## config.mk

```make
export PLATFORM = sky130hd
export DESIGN_NAME = pcm_pdm_modulator
export DESIGN_NICKNAME = d
export VERILOG_FILES = /design/src/rtl/pcm_pdm_modulator.sv
export SDC_FILE = /design/constraint.sdc
export NUM_CORES = 1
export LEC_CHECK = 0
export CORE_AREA = 3 3 101 142
export CTS_CLUSTER_DIAMETER = 100
export DETAILED_ROUTE_END_ITERATION = 7
export DIE_AREA = 0 0 104 145
export MAX_ROUTING_LAYER = met4
export PLACE_DENSITY = 0.68
export REMOVE_ABC_BUFFERS = 1
export SLEW_MARGIN = 40
export SYNTH_ARGS = -nofsm -noshare
export SYNTH_HDL_FRONTEND = slang
export SYNTH_SLANG_ARGS = --single-unit
```

## constraint.sdc

```tcl
create_clock -name clock_i -period 3.15 [get_ports clock_i]
set_clock_uncertainty 0.05 [all_clocks]
set_input_delay 0.315 -clock clock_i [delete_from_list [all_inputs] [get_ports clock_i]]
set_output_delay 0.315 -clock clock_i [all_outputs]
set_load 0.02 [all_outputs]
```

## src/rtl/pcm_pdm_modulator.sv

```systemverilog
// PCM-to-PDM modulator: input FIFO, zero-order hold over RATIO bits, error-feedback sigma-delta loop.
// Define PDM_PCM_CONVERTER_SECOND_ORDER_EN to add the second integrator.
module pcm_pdm_modulator #(
    parameter int PDM_PCM_CONVERTER_DATA_WIDTH          = 16,
    parameter int PDM_PCM_CONVERTER_INTERPOLATION_RATIO = 16,
    parameter int PDM_PCM_CONVERTER_FIFO_DEPTH          = 4
) (
    input  logic                                    clock_i,
    input  logic                                    reset_n_i,
    input  logic [PDM_PCM_CONVERTER_DATA_WIDTH-1:0] pcm_data_i,
    input  logic                                    pcm_valid_i,
    output logic                                    pcm_ready_o,
    output logic                                    pdm_data_o,
    output logic                                    pdm_valid_o,
    input  logic                                    pdm_ready_i,
    input  logic                                    enable_i,
    output logic                                    busy_o,
    output logic                                    overflow_o,
    output logic                                    underflow_o
);
    localparam int W   = PDM_PCM_CONVERTER_DATA_WIDTH;
    localparam int R   = PDM_PCM_CONVERTER_INTERPOLATION_RATIO;
    localparam int D   = PDM_PCM_CONVERTER_FIFO_DEPTH;
    localparam int AW  = $clog2(D);
    localparam int CW  = $clog2(R);
    localparam int I1W = W + 2;

    localparam logic [0:0] ST_IDLE = 1'b0;
    localparam logic [0:0] ST_RUN  = 1'b1;

    localparam logic signed [I1W:0]   FS1    = {{(I1W + 1 - W){1'b0}}, 1'b1, {(W - 1){1'b0}}};
    localparam logic signed [I1W-1:0] I1_MIN = {1'b1, {(I1W - 1){1'b0}}};
    localparam logic signed [I1W-1:0] I1_MAX = {1'b0, {(I1W - 1){1'b1}}};

    logic [W-1:0]          mem_q [D];
    logic [AW-1:0]         wr_ptr_q, wr_ptr_d, rd_ptr_q, rd_ptr_d;
    logic [AW:0]           count_q, count_d;
    logic [0:0]            state_q, state_d;
    logic signed [W-1:0]   sample_q, sample_d;
    logic [CW-1:0]         step_cnt_q, step_cnt_d;
    logic signed [I1W-1:0] i1_q, i1_d, i1_new;
    logic                  bit_q, bit_d, bit_new;
    logic                  ovf_q, ovf_d, unf_q, unf_d;

    logic                  fifo_empty, fifo_full, push, pop, step, last;
    logic signed [I1W:0]   sum1;
    logic                  sat1, sat_any;

`ifdef PDM_PCM_CONVERTER_SECOND_ORDER_EN
    localparam int I2W = W + 4;
    localparam logic signed [I2W:0]   FS2    = {{(I2W + 1 - W){1'b0}}, 1'b1, {(W - 1){1'b0}}};
    localparam logic signed [I2W-1:0] I2_MIN = {1'b1, {(I2W - 1){1'b0}}};
    localparam logic signed [I2W-1:0] I2_MAX = {1'b0, {(I2W - 1){1'b1}}};
    logic signed [I2W-1:0] i2_q, i2_d, i2_new;
    logic signed [I2W:0]   sum2;
    logic                  sat2;
`endif

    assign fifo_empty  = (count_q == '0);
    assign fifo_full   = (count_q == (AW + 1)'(D));
    assign pcm_ready_o = enable_i && !fifo_full;
    assign push        = pcm_valid_i && pcm_ready_o;
    assign pdm_valid_o = enable_i && (state_q == ST_RUN);
    assign step        = pdm_valid_o && pdm_ready_i;
    assign last        = (step_cnt_q == CW'(R - 1));
    assign pop         = enable_i && !fifo_empty && ((state_q == ST_IDLE) || (step && last));

    assign pdm_data_o  = bit_q;
    assign busy_o      = (state_q == ST_RUN) || !fifo_empty;
    assign overflow_o  = ovf_q;
    assign underflow_o = unf_q;

    // One loop step; the wide sum can only escape the integrator range by one bit, so
    // a disagreement between the top two bits flags the clamp.
    always_comb begin
        sum1   = (I1W + 1)'(i1_q) + (I1W + 1)'(sample_q) - (bit_q ? FS1 : -FS1);
        sat1   = (sum1[I1W] != sum1[I1W-1]);
        i1_new = sat1 ? (sum1[I1W] ? I1_MIN : I1_MAX) : sum1[I1W-1:0];
`ifdef PDM_PCM_CONVERTER_SECOND_ORDER_EN
        sum2    = (I2W + 1)'(i2_q) + (I2W + 1)'(i1_new) - (bit_q ? FS2 : -FS2);
        sat2    = (sum2[I2W] != sum2[I2W-1]);
        i2_new  = sat2 ? (sum2[I2W] ? I2_MIN : I2_MAX) : sum2[I2W-1:0];
        bit_new = !i2_new[I2W-1];
        sat_any = sat1 || sat2;
`else
        bit_new = !i1_new[I1W-1];
        sat_any = sat1;
`endif
    end

    always_comb begin
        wr_ptr_d   = wr_ptr_q;
        rd_ptr_d   = rd_ptr_q;
        count_d    = count_q;
        state_d    = state_q;
        sample_d   = sample_q;
        step_cnt_d = step_cnt_q;
        i1_d       = i1_q;
        bit_d      = bit_q;
        ovf_d      = 1'b0;
        unf_d      = 1'b0;
`ifdef PDM_PCM_CONVERTER_SECOND_ORDER_EN
        i2_d       = i2_q;
`endif
        if (!enable_i) begin
            wr_ptr_d   = '0;
            rd_ptr_d   = '0;
            count_d    = '0;
            state_d    = ST_IDLE;
            sample_d   = '0;
            step_cnt_d = '0;
            i1_d       = '0;
            bit_d      = 1'b0;
`ifdef PDM_PCM_CONVERTER_SECOND_ORDER_EN
            i2_d       = '0;
`endif
        end else begin
            if (push) wr_ptr_d = wr_ptr_q + AW'(1);
            if (pop)  rd_ptr_d = rd_ptr_q + AW'(1);
            case ({push, pop})
                2'b10:   count_d = count_q + (AW + 1)'(1);
                2'b01:   count_d = count_q - (AW + 1)'(1);
                default: count_d = count_q;
            endcase

            if (state_q == ST_IDLE) begin
                if (!fifo_empty) begin
                    sample_d   = mem_q[rd_ptr_q];
                    step_cnt_d = '0;
                    state_d    = ST_RUN;
                end
            end else if (step) begin
                i1_d  = i1_new;
                bit_d = bit_new;
                ovf_d = sat_any;
`ifdef PDM_PCM_CONVERTER_SECOND_ORDER_EN
                i2_d  = i2_new;
`endif
                if (!last) begin
                    step_cnt_d = step_cnt_q + CW'(1);
                end else if (!fifo_empty) begin
                    sample_d   = mem_q[rd_ptr_q];
                    step_cnt_d = '0;
                end else begin
                    // Starved: integrators and bit register carry over to the next burst.
                    step_cnt_d = '0;
                    state_d    = ST_IDLE;
                    unf_d      = 1'b1;
                end
            end
        end
    end

    always_ff @(posedge clock_i) begin
        if (push) mem_q[wr_ptr_q] <= pcm_data_i;
    end

    always_ff @(posedge clock_i or negedge reset_n_i) begin
        if (!reset_n_i) begin
            wr_ptr_q   <= '0;
            rd_ptr_q   <= '0;
            count_q    <= '0;
            state_q    <= ST_IDLE;
            sample_q   <= '0;
            step_cnt_q <= '0;
            i1_q       <= '0;
            bit_q      <= 1'b0;
            ovf_q      <= 1'b0;
            unf_q      <= 1'b0;
`ifdef PDM_PCM_CONVERTER_SECOND_ORDER_EN
            i2_q       <= '0;
`endif
        end else begin
            wr_ptr_q   <= wr_ptr_d;
            rd_ptr_q   <= rd_ptr_d;
            count_q    <= count_d;
            state_q    <= state_d;
            sample_q   <= sample_d;
            step_cnt_q <= step_cnt_d;
            i1_q       <= i1_d;
            bit_q      <= bit_d;
            ovf_q      <= ovf_d;
            unf_q      <= unf_d;
`ifdef PDM_PCM_CONVERTER_SECOND_ORDER_EN
            i2_q       <= i2_d;
`endif
        end
    end
endmodule

```

Word level (Yosys, flattened, before mapping) --
Memories as Yosys holds them, arrays and structs flattened. Index checks and enable logic that the tools add are counted.
Cells by class: $add $sub $neg 7, muxes and demuxes 40, equal/unequal tests 13, bitwise operators 1, reduce and logical (&&, ||, !) cells 16
Operators with widths (count):
- 18-bit two-way mux | 5
- 16-bit two-way mux | 5
- 4-bit two-way mux | 5
- 18-bit by 16-bit adder with 19-bit output | 1
- 19-bit two-way mux | 1
- 19-bit subtractor | 1
- 1-bit two-way mux | 18
- 2-bit two-way mux | 4
- 2-bit by 1-bit inequality test with 1-bit output, second input constant | 4
- 1-bit logical AND | 7
- 3-bit by 2-bit inequality test with 1-bit output, second input constant | 2
- 3-bit one-hot mux with 2 select lines | 1
- 2-bit AND reduction | 3
- 2-bit by 1-bit adder with 2-bit output, second input constant | 2
- 4-bit by 1-bit adder with 4-bit output, second input constant | 1
- 4-bit == test, second input constant | 1
- 3-bit by 1-bit adder with 3-bit output, second input constant | 1
- 3-bit == test, second input constant | 1
- 1-bit logical NOT | 3
- 3-bit logical NOT | 1
- 3-bit two-way mux | 1
- 3-bit by 1-bit inequality test with 1-bit output, second input constant | 1
- 3-bit inequality test, second input constant | 1
- 3-bit by 1-bit subtractor with 3-bit output, second input constant | 1
- other kinds (5) | 6
Word-level totals: register bits 49, memories kept 1, output and inout port bits 6, bits in writable memories 64, input bits 21, word-level logic and storage cells 88
Memory list:
- mem_q | words 4, bits a word 16, read ports 1, clocked after memory_dff 0, wr ports 1, line 35 | logic [W-1:0] mem_q [D];

Longest topological paths before layout --
Gate-level depths: netlist (run 1).
word-level depth 8, gate-level depth with buffers 13, gate-level depth less buffers 11

Least setup slack after synthesis (run 1) --
Ideal clock, no wire load.
path kind register to register, from register bit_q (netlist: pdm_data_o), to register i1_q[10], slack 0.164 ns, required time 2.960 ns, cell stages (with the launch flop) 9, setup time 0.140 ns, path buffers 1, data arrival time 2.795 ns, clock period less this slack 2.986 ns, path through dfrtp_1 fa_1 ha_1 nor2b_1 or3_1 or3_4 a21oi_4 buf_6 o311ai_1
On the way: longest elaborated chain between the ends 7, elaborated cells between the ends (all ways) 8, classes of those cells add/sub: 1; eq/ne: 1; mux: 6
Ends and longest elaborated chain:
- from (decl) | line 42 | logic bit_q, bit_d, bit_new;
- from (signal assigned) | line 181 | bit_q <= bit_d;
- 19-bit two-way mux (*) | line 76 | sum1 = (I1W + 1)'(i1_q) + (I1W + 1)'(sample_q) - (bit_q ? FS1 : -FS1);
- 19-bit subtractor (*) | line 76
- 18-bit two-way mux / 1-bit inequality test (equally long branches) | line 78, 77
- 18-bit two-way mux (*) | line 78 | i1_new = sat1 ? (sum1[I1W] ? I1_MIN : I1_MAX) : sum1[I1W-1:0];
- 18-bit two-way mux (*) | line 132 | end else if (step) begin
- 18-bit two-way mux (*) | line 126 | if (state_q == ST_IDLE) begin
- 18-bit two-way mux (*) | line 105 | if (!enable_i) begin
- to (signal assigned) | line 180 | i1_q <= i1_d;
- to (decl) | line 41 | logic signed [I1W-1:0] i1_q, i1_d, i1_new;
Mark *: on every way between the ends. The rest lies on a longest branch, timed or not. The select of a mux whose other input is x is not followed. A chain may end at the register's enable or synchronous reset.

Final worst setup path (run 1) --
from register bit_q (netlist: pdm_data_o), to register i1_q[6]
Same word-level chain as after synthesis.

==> reports/qor.csv, run 1 <==
stage,metric,value,unit
logic_synthesis,Synth area leaders,"edfxtp_1 32%, dfrtp_1 21%, ha_1 8.0%",
route,Via Count,3904,
power_and_ir_drop,combinational share of power,54.3,%
route,drt wl/cell,15.3,µm
sta,minimum clock period after layout,3.06,ns
route,Detail Route Antenna Nets,0,
grt,initial antenna violation count,0,
logic_synthesis,Post-synth ARST share,43.4,%
clocking,TritonCTS clock tree,built,
job,Max-Cap Viols,0,
power_and_ir_drop,Switch Pwr,3320,µW
logic_synthesis,top-area cell type share of the netlist area,32.5,%
floorplan,die width,104,µm
clocking,CTS sink count,113,
floorplan,die height,145,µm
power_and_ir_drop,Tot Pwr,8120,µW
sta,# setup viols final,0,
route,drc violations,0,
sta,Final Cycle Share,97.1,%
sta,Slew Limit Fails,0,
clocking,CTS Root Cell,clkbuf_16,
logic_synthesis,Yosys top cell by area,edfxtp_1,
logic_synthesis,post-synthesis sequential area ratio,53.2,%
power_and_ir_drop,VDD IR max,0.000666,V
logic_synthesis,"Primary FF master, synth",edfxtp_1,
logic_synthesis,Post-Syn Instances,509,
logic_synthesis,#FFs+latches synth,113,
worst_hold_path,worst min-delay path class,input port to async pin,
clocking,CTS max path bufs,2,
logic_synthesis,Commonest cells post-synth,"79 x nand2_1, 64 x edfxtp_1, 62 x inv_1",
critical_path,r2r setup slk,0.09,ns
placed_design,Port Buf Inserts,26,
placed_design,placer's final routability congestion estimate,0.859,
logic_synthesis,post-synth cell types,55,
floorplan,I/O pins,27,
clocking,H-tree level count,4,
critical_path,Worst EP required,3.39,ns
logic_synthesis,Post-Syn Area,5920,µm²
sta,Final Hold Viols,0,
critical_path,worst path arrival time,3.29,ns
power_and_ir_drop,Sw Ratio,40.8,%
final_layout,area delta synth->final,19.5,%
route,initial DRC count,159,
power_and_ir_drop,Clock power frac,21.6,%
sta,Max Freq,327,MHz
power_and_ir_drop,Internal,4800,µW
floorplan,Starting Density,44.6,%
grt,total gr overflow,0,
grt,first-pass GRT wire length,19400,µm
final_layout,Nets,613,
final_layout,number of inserted diodes,0,
sta,slew margin rel.,47.3,%
critical_path,Worst Setup Start Kind,flip-flop,
clocking,clk slew on worst S/H paths,0.06,ns
critical_path,critical path endpoint category,flip-flop,
clocking,clk_lat worst skew,0.41,ns
final_layout,fill count,1182,
run_status,status,finished clean,
power_and_ir_drop,leakage,0.00290,µW
power_and_ir_drop,P per Cell Area,1150,nW/µm²
logic_synthesis,Post-synth EDFFs,64,
route,Detailed Routing Iterations Pass 1,4,
sta,Tightest Pin Transition,0.790,ns
floorplan,core area,13300,µm²
logic_synthesis,"Avg Cell Area, Syn",11.6,µm²
grt,vias in the first global route,4055,
route,Routed WL,11400,µm
grt,largest net degree at the start of global routing,36,
sta,TNS Setup,0,ns
floorplan,Core Rows,50,
route,Via density,5.23,
final_layout,share of cells above drive strength 1,16.1,%
grt,All-Layer GR Usage,16.3,%
critical_path,CP Class,flip-flop to flip-flop,
logic_synthesis,"count leader, synth",nand2_1,
logic_synthesis,Syn. warnings,0,
clocking,CTS buffer count,17,
power_and_ir_drop,power share of the sequential group,24.1,%
critical_path,crit path max fanout,16,
placed_design,Post-DP HPWL,7690,µm
floorplan,total die area,15100,µm²
## sequential cells by signal, indices dropped and copies added (netlist names)
signal       flops
mem_q           64
i1_q            18
sample_q        16
step_cnt_q       4
count_q          3
rd_ptr_q         2
wr_ptr_q         2
overflow_o       1
pdm_data_o       1
state_q          1
underflow_o      1
## what timing repair did
| action | 4_1_cts | 5_1_grt |
|---|---|---|
| hold buffers | 1 | 0 |
| hold endpoints to repair | 34 | 0 |
| buffers inserted | 0 | 2 |
| resized for setup | 0 | 18 |
| setup endpoints to repair | 0 | 16 |
## per-layer routing
layer	vias to the layer above	wire length, µm	GRT usage, %
met1	1925	4740	18.5
met3	16	332	3.25
met4	0	184	6.19
met2	62	6190	28.5
li1	1901	-	-
met5	-	0	-
## kinds of logic after synthesis
| group | after synthesis | share of synthesized area [%] |
|---|---|---|
| adders and majority gates | 41 | 9.05 |
| buffers and inverters | 84 | 5.60 |
| DFF | 113 | 53.2 |
| AOI/OAI and AO/OA | 104 | 12.9 |
| and+or+nand+nor | 131 | 10.2 |
| muxes | 16 | 6.09 |
| xor gates and xnor gates | 20 | 2.96 |
## final timing paths
kind,from,endpoint,cells past startpoint
min in group clock_i,step_cnt_q[3],step_cnt_q[3],1
min,reset_n_i,step_cnt_q[3],2
min reg2reg,step_cnt_q[3],step_cnt_q[3],1
max reg2reg,pdm_data_o,i1_q[6],11
max in group asynchronous,reset_n_i,sample_q[9],3
max,pdm_data_o,i1_q[6],11
## stage by stage
| step | std cells | hold WS (ns) | util, % | cell area [µm²] | setup WS, ns |
|---|---|---|---|---|---|
| after floorplan | 487 | -0.0306 | - | 5820 | 0.133 |
| after global placement | 711 | 0.405 | 48.6 | 6450 | 0.167 |
| after detailed placement | 711 | 0.405 | 48.6 | 6450 | 0.0412 |
| after CTS | 744 | 0.443 | 52.8 | 7010 | 0.0328 |
| after global routing | 746 | 0.411 | 53.3 | 7070 | -0.0429 |
| final | 746 | 0.352 | 53.3 | 7070 | 0.0919 |
## cell type report
class                      count  area [µm²]  area share [%]
clock buffer                  19         433            6.12
sequential                   113        3150            44.5
clock inverter                13         114            1.61
inverter                      62         233            3.29
tap                          182         228            3.22
timing repair buffer          45         428            6.05
multi-input combinational    312        2490            35.2
## cells in the final DEF (no fill, tap or decap), types with 16 or more instances in the layout
cell type | Yosys | final
buf_4 | 1 | 17
nand2_1 | 79 | 79
edfxtp_1 | 64 | 64
mux4_2 | 16 | 16
clkbuf_16 | 0 | 17
a21boi_0 | 18 | 17
dfrtp_1 | 49 | 47
ha_1 | 38 | 32
clkdlybuf4s50_1 | 0 | 25
inv_1 | 62 | 62
## power by group through the flow
stage                     sequential, µW  clock [µW]  combinational (µW)
after global routing                2000        1860                4840
after CTS                           1960        1790                4180
after floorplan                     1980           0                3030
after detailed placement            1980           0                4130
after global placement              1970           0                4080
final                               1960        1760                4400
## critical path: stages (launching register included)
cell      delay, ns
dfrtp_2        0.44
fa_1           0.49
ha_2           0.40
nand2_1        0.07
o21ai_1        0.21
nor2_1         0.07
o211a_1        0.14
a311oi_4       0.45
buf_4          0.19
nand4_2        0.13
buf_12         0.19
o311ai_0       0.09
Power figures use the tool's default switching activity.
==> run 2: changes to the inputs <==
- clock period: 3.15 -> 3 ns (I/O delays scaled with it)
==> run 2 against run 1 <==
Against the previous run: global-route usage is 0.55 points higher; worst setup slack got worse by 0.016 ns; via count up 1.3%; final area is 2.7% higher; clock power up 16%; count of clock-buffer cells in the layout is the same.
==> reports/qor.csv, run 2 (synthesis results as in run 1) <==
stage,metric,value,unit,change
sta,RSZ-0062 raised after global routing,yes,,
worst_hold_path,Hold Path Stages,2,,
clocking,CTS sink count,113,,unchanged
final_layout,Largest register FFs,64,,unchanged
final_layout,Top Registers,"mem_q: 64 flops, i1_q: 18 flops, sample_q: 16 flops",,unchanged
power_and_ir_drop,P per Cell Area,1250,nW/µm²,was 1150 nW/µm²
final_layout,area delta synth->final,22.7,%,was 19.5%
floorplan,die width,104,µm,unchanged
run_status,status,finished clean,,unchanged
critical_path,FF-to-FF Start,i1_q[2],,was pdm_data_o
grt,first-pass GRT wire length,19900,µm,"was 19,400 µm"
final_layout,share of cells above drive strength 1,17.2,%,was 16.1%
critical_path,CP Class,flip-flop to flip-flop,,unchanged
critical_path,crit path buf inv count,3,,was 2
floorplan,Starting Density,44.6,%,unchanged
final_layout,number of inserted diodes,0,,unchanged
critical_path,CP Cell Sequence,inv_1 -> ha_1 -> inv_1 -> ha_1 -> nor3b_1 -> o21ai_2 -> o21ai_2 -> o21ai_1 -> a311oi_4 -> a21oi_4 -> buf_12 -> o311ai_1,,was fa_1 -> ha_2 -> nand2_1 -> o21ai_1 -> nor2_1 -> o211a_1 -> a311oi_4 -> buf_4 -> nand4_2 -> buf_12 -> o311ai_0
critical_path,critical path endpoint category,flip-flop,,unchanged
floorplan,die height,145,µm,unchanged
final_layout,"commonest non-fill, non-tap cell in the layout",nand2_1,,unchanged
route,drc violations,0,,unchanged
grt,total gr overflow,0,,unchanged
critical_path,Worst Setup Start Kind,flip-flop,,unchanged
critical_path,Slowest cell on crit path,a311oi_4,,was fa_1
sta,Final Hold Viols,0,,unchanged
worst_hold_path,Hold EP,i1_q[14],,
sta,Max Freq,342,MHz,was 327 MHz
clocking,clk slew on worst S/H paths,0.06,ns,about the same
floorplan,total die area,15100,µm²,unchanged
sta,# setup viols final,0,,unchanged
sta,Slew Limit Fails,0,,unchanged
power_and_ir_drop,leakage,0.00301,µW,was 0.00290 µW
critical_path,worst-case reg-to-reg path depth,12,,was 11
power_and_ir_drop,VDD IR max,0.000602,V,was 0.000666 V
clocking,CTS buffer count,17,,unchanged
sta,Final Cycle Share,97.5,%,was 97.1%
worst_hold_path,worst hold path startpoint,i1_q[14],,
route,Detailed Routing Iterations Pass 1,4,,unchanged
clocking,TritonCTS clock tree,built,,unchanged
critical_path,largest delay contributor family on the critical path,compound AO/OA/AOI/OAI gates,,was adder cells
route,Via Count,3954,,"was 3,904"
placed_design,Port Buf Inserts,26,,unchanged
clocking,H-tree level count,4,,unchanged
sta,slew margin rel.,48.8,%,was 47.3%
grt,initial antenna violation count,0,,unchanged
grt,vias in the first global route,4136,,"was 4,055"
final_layout,Nets,629,,was 613
sta,Tightest Pin Transition,0.767,ns,was 0.790 ns
final_layout,most frequent cells in the layout,"79 x nand2_1, 64 x edfxtp_1, 62 x inv_1",,unchanged
route,Routed WL,11600,µm,"was 11,400 µm"
route,Detail Route Antenna Nets,0,,unchanged
placed_design,Post-DP HPWL,8210,µm,was 7690 µm
sta,Hold WS,0.439,ns,was 0.352 ns
floorplan,Core Rows,50,,unchanged
critical_path,worst path arrival time,3.17,ns,was 3.29 ns
clocking,clk_lat worst skew,0.41,ns,about the same
critical_path,CP peak stage delay,0.43,ns,was 0.49 ns
clocking,CTS max path bufs,2,,unchanged
grt,All-Layer GR Usage,16.9,%,was 16.3%
floorplan,I/O pins,27,,unchanged
job,Max-Cap Viols,0,,unchanged
critical_path,Worst EP required,3.25,ns,was 3.39 ns
critical_path,crit path max fanout,14,,was 16
final_layout,Top reg by flops,mem_q,,unchanged
route,drt wl/cell,15.3,µm,about the same
route,Via density,5.19,,was 5.23
placed_design,placer's final routability congestion estimate,0.870,,was 0.859
critical_path,r2r setup slk,0.08,ns,was 0.09 ns
grt,largest net degree at the start of global routing,34,,was 36
critical_path,reg2reg end,i1_q[9],,was i1_q[6]
sta,TNS Setup,0,ns,unchanged
worst_hold_path,worst min-delay path class,flip-flop to flip-flop,,was input port to async pin
sta,minimum clock period after layout,2.92,ns,was 3.06 ns
floorplan,core area,13300,µm²,unchanged
route,initial DRC count,168,,was 159
clocking,CTS Root Cell,clkbuf_16,,unchanged
-- run 2: metal layers --
layer	up-vias	part of all wire, %	track usage (%)
met5	-	0	-
met4	0	1.8	6.12
met3	17	2.4	3.69
met2	59	55	30.2
met1	1955	41	18.4
li1	1923	-	-
-- run 2: what timing repair did --
| item | in CTS | in global routing |
|---|---|---|
| buffers inserted | 0 | 1 |
| resized for setup | 4 | 19 |
| pin swaps | 4 | 3 |
| endpoints found under the setup margin | 15 | 20 |
| cloned | 0 | 0 |
| hold endpoints to repair | 32 | 0 |
| hold buffers | 1 | 0 |
-- run 2: stage by stage --
| stage | area, µm² | power (µW) | worst slack, ns | std cells | utilization, % |
|---|---|---|---|---|---|
| after floorplan | 5820 | 5260 | -0.0174 | 487 | - |
| after global placement | 6560 | 6680 | 0.0372 | 728 | 49.5 |
| after detailed placement | 6560 | 6780 | -0.0802 | 728 | 49.5 |
| after CTS | 7200 | 8950 | 0.00335 | 761 | 54.3 |
| after global routing | 7260 | 9760 | -0.0448 | 762 | 54.8 |
| final | 7260 | 9100 | 0.0756 | 762 | 54.8 |
-- run 2: tightest hold or removal path: cells and delay by family (launching register included) --
family           cells  cell delay [ns]
flip-flops           1             0.34
AO/OA/AOI/OAI        1             0.06
AND/OR/NAND/NOR      1             0.05
-- run 2: how the worst max path moves through the flow --
| stage | start | end | slack (ns) | cells past startpoint |
|---|---|---|---|---|
| finish | i1_q[2] | i1_q[9] | 0.08 | 12 |
| global route | i1_q[6] | i1_q[5] | -0.04 | 12 |
| CTS | sample_q[15] | i1_q[16] | 0.003 | 9 |
| detailed placement | sample_q[15] | i1_q[5] | -0.08 | 9 |
| global placement | pdm_data_o | i1_q[16] | 0.04 | 9 |
| floorplan | pdm_data_o | i1_q[16] | -0.02 | 7 |
-- run 2: power breakdown --
part / switching (µW) / internal (µW)
logic: 2720 / 2280
registers: 161 / 1890
clock network: 677 / 1370
-- run 2: area by class of cell --
class,count,area (µm²)
flip-flops and latches,113,3150
well taps,182,228
multi-input cells,312,2520
clock buffers,19,433
clock inverters,13,168
inverters,62,233
repair buffers,61,537
fillers,1150,6000
==> run 3: changes to the inputs <==
- ABC_CLOCK_PERIOD_IN_PS: default -> 3000
==> results of run 3 <==
No change in the layout: final DEF, timing and power equal those of run 2.
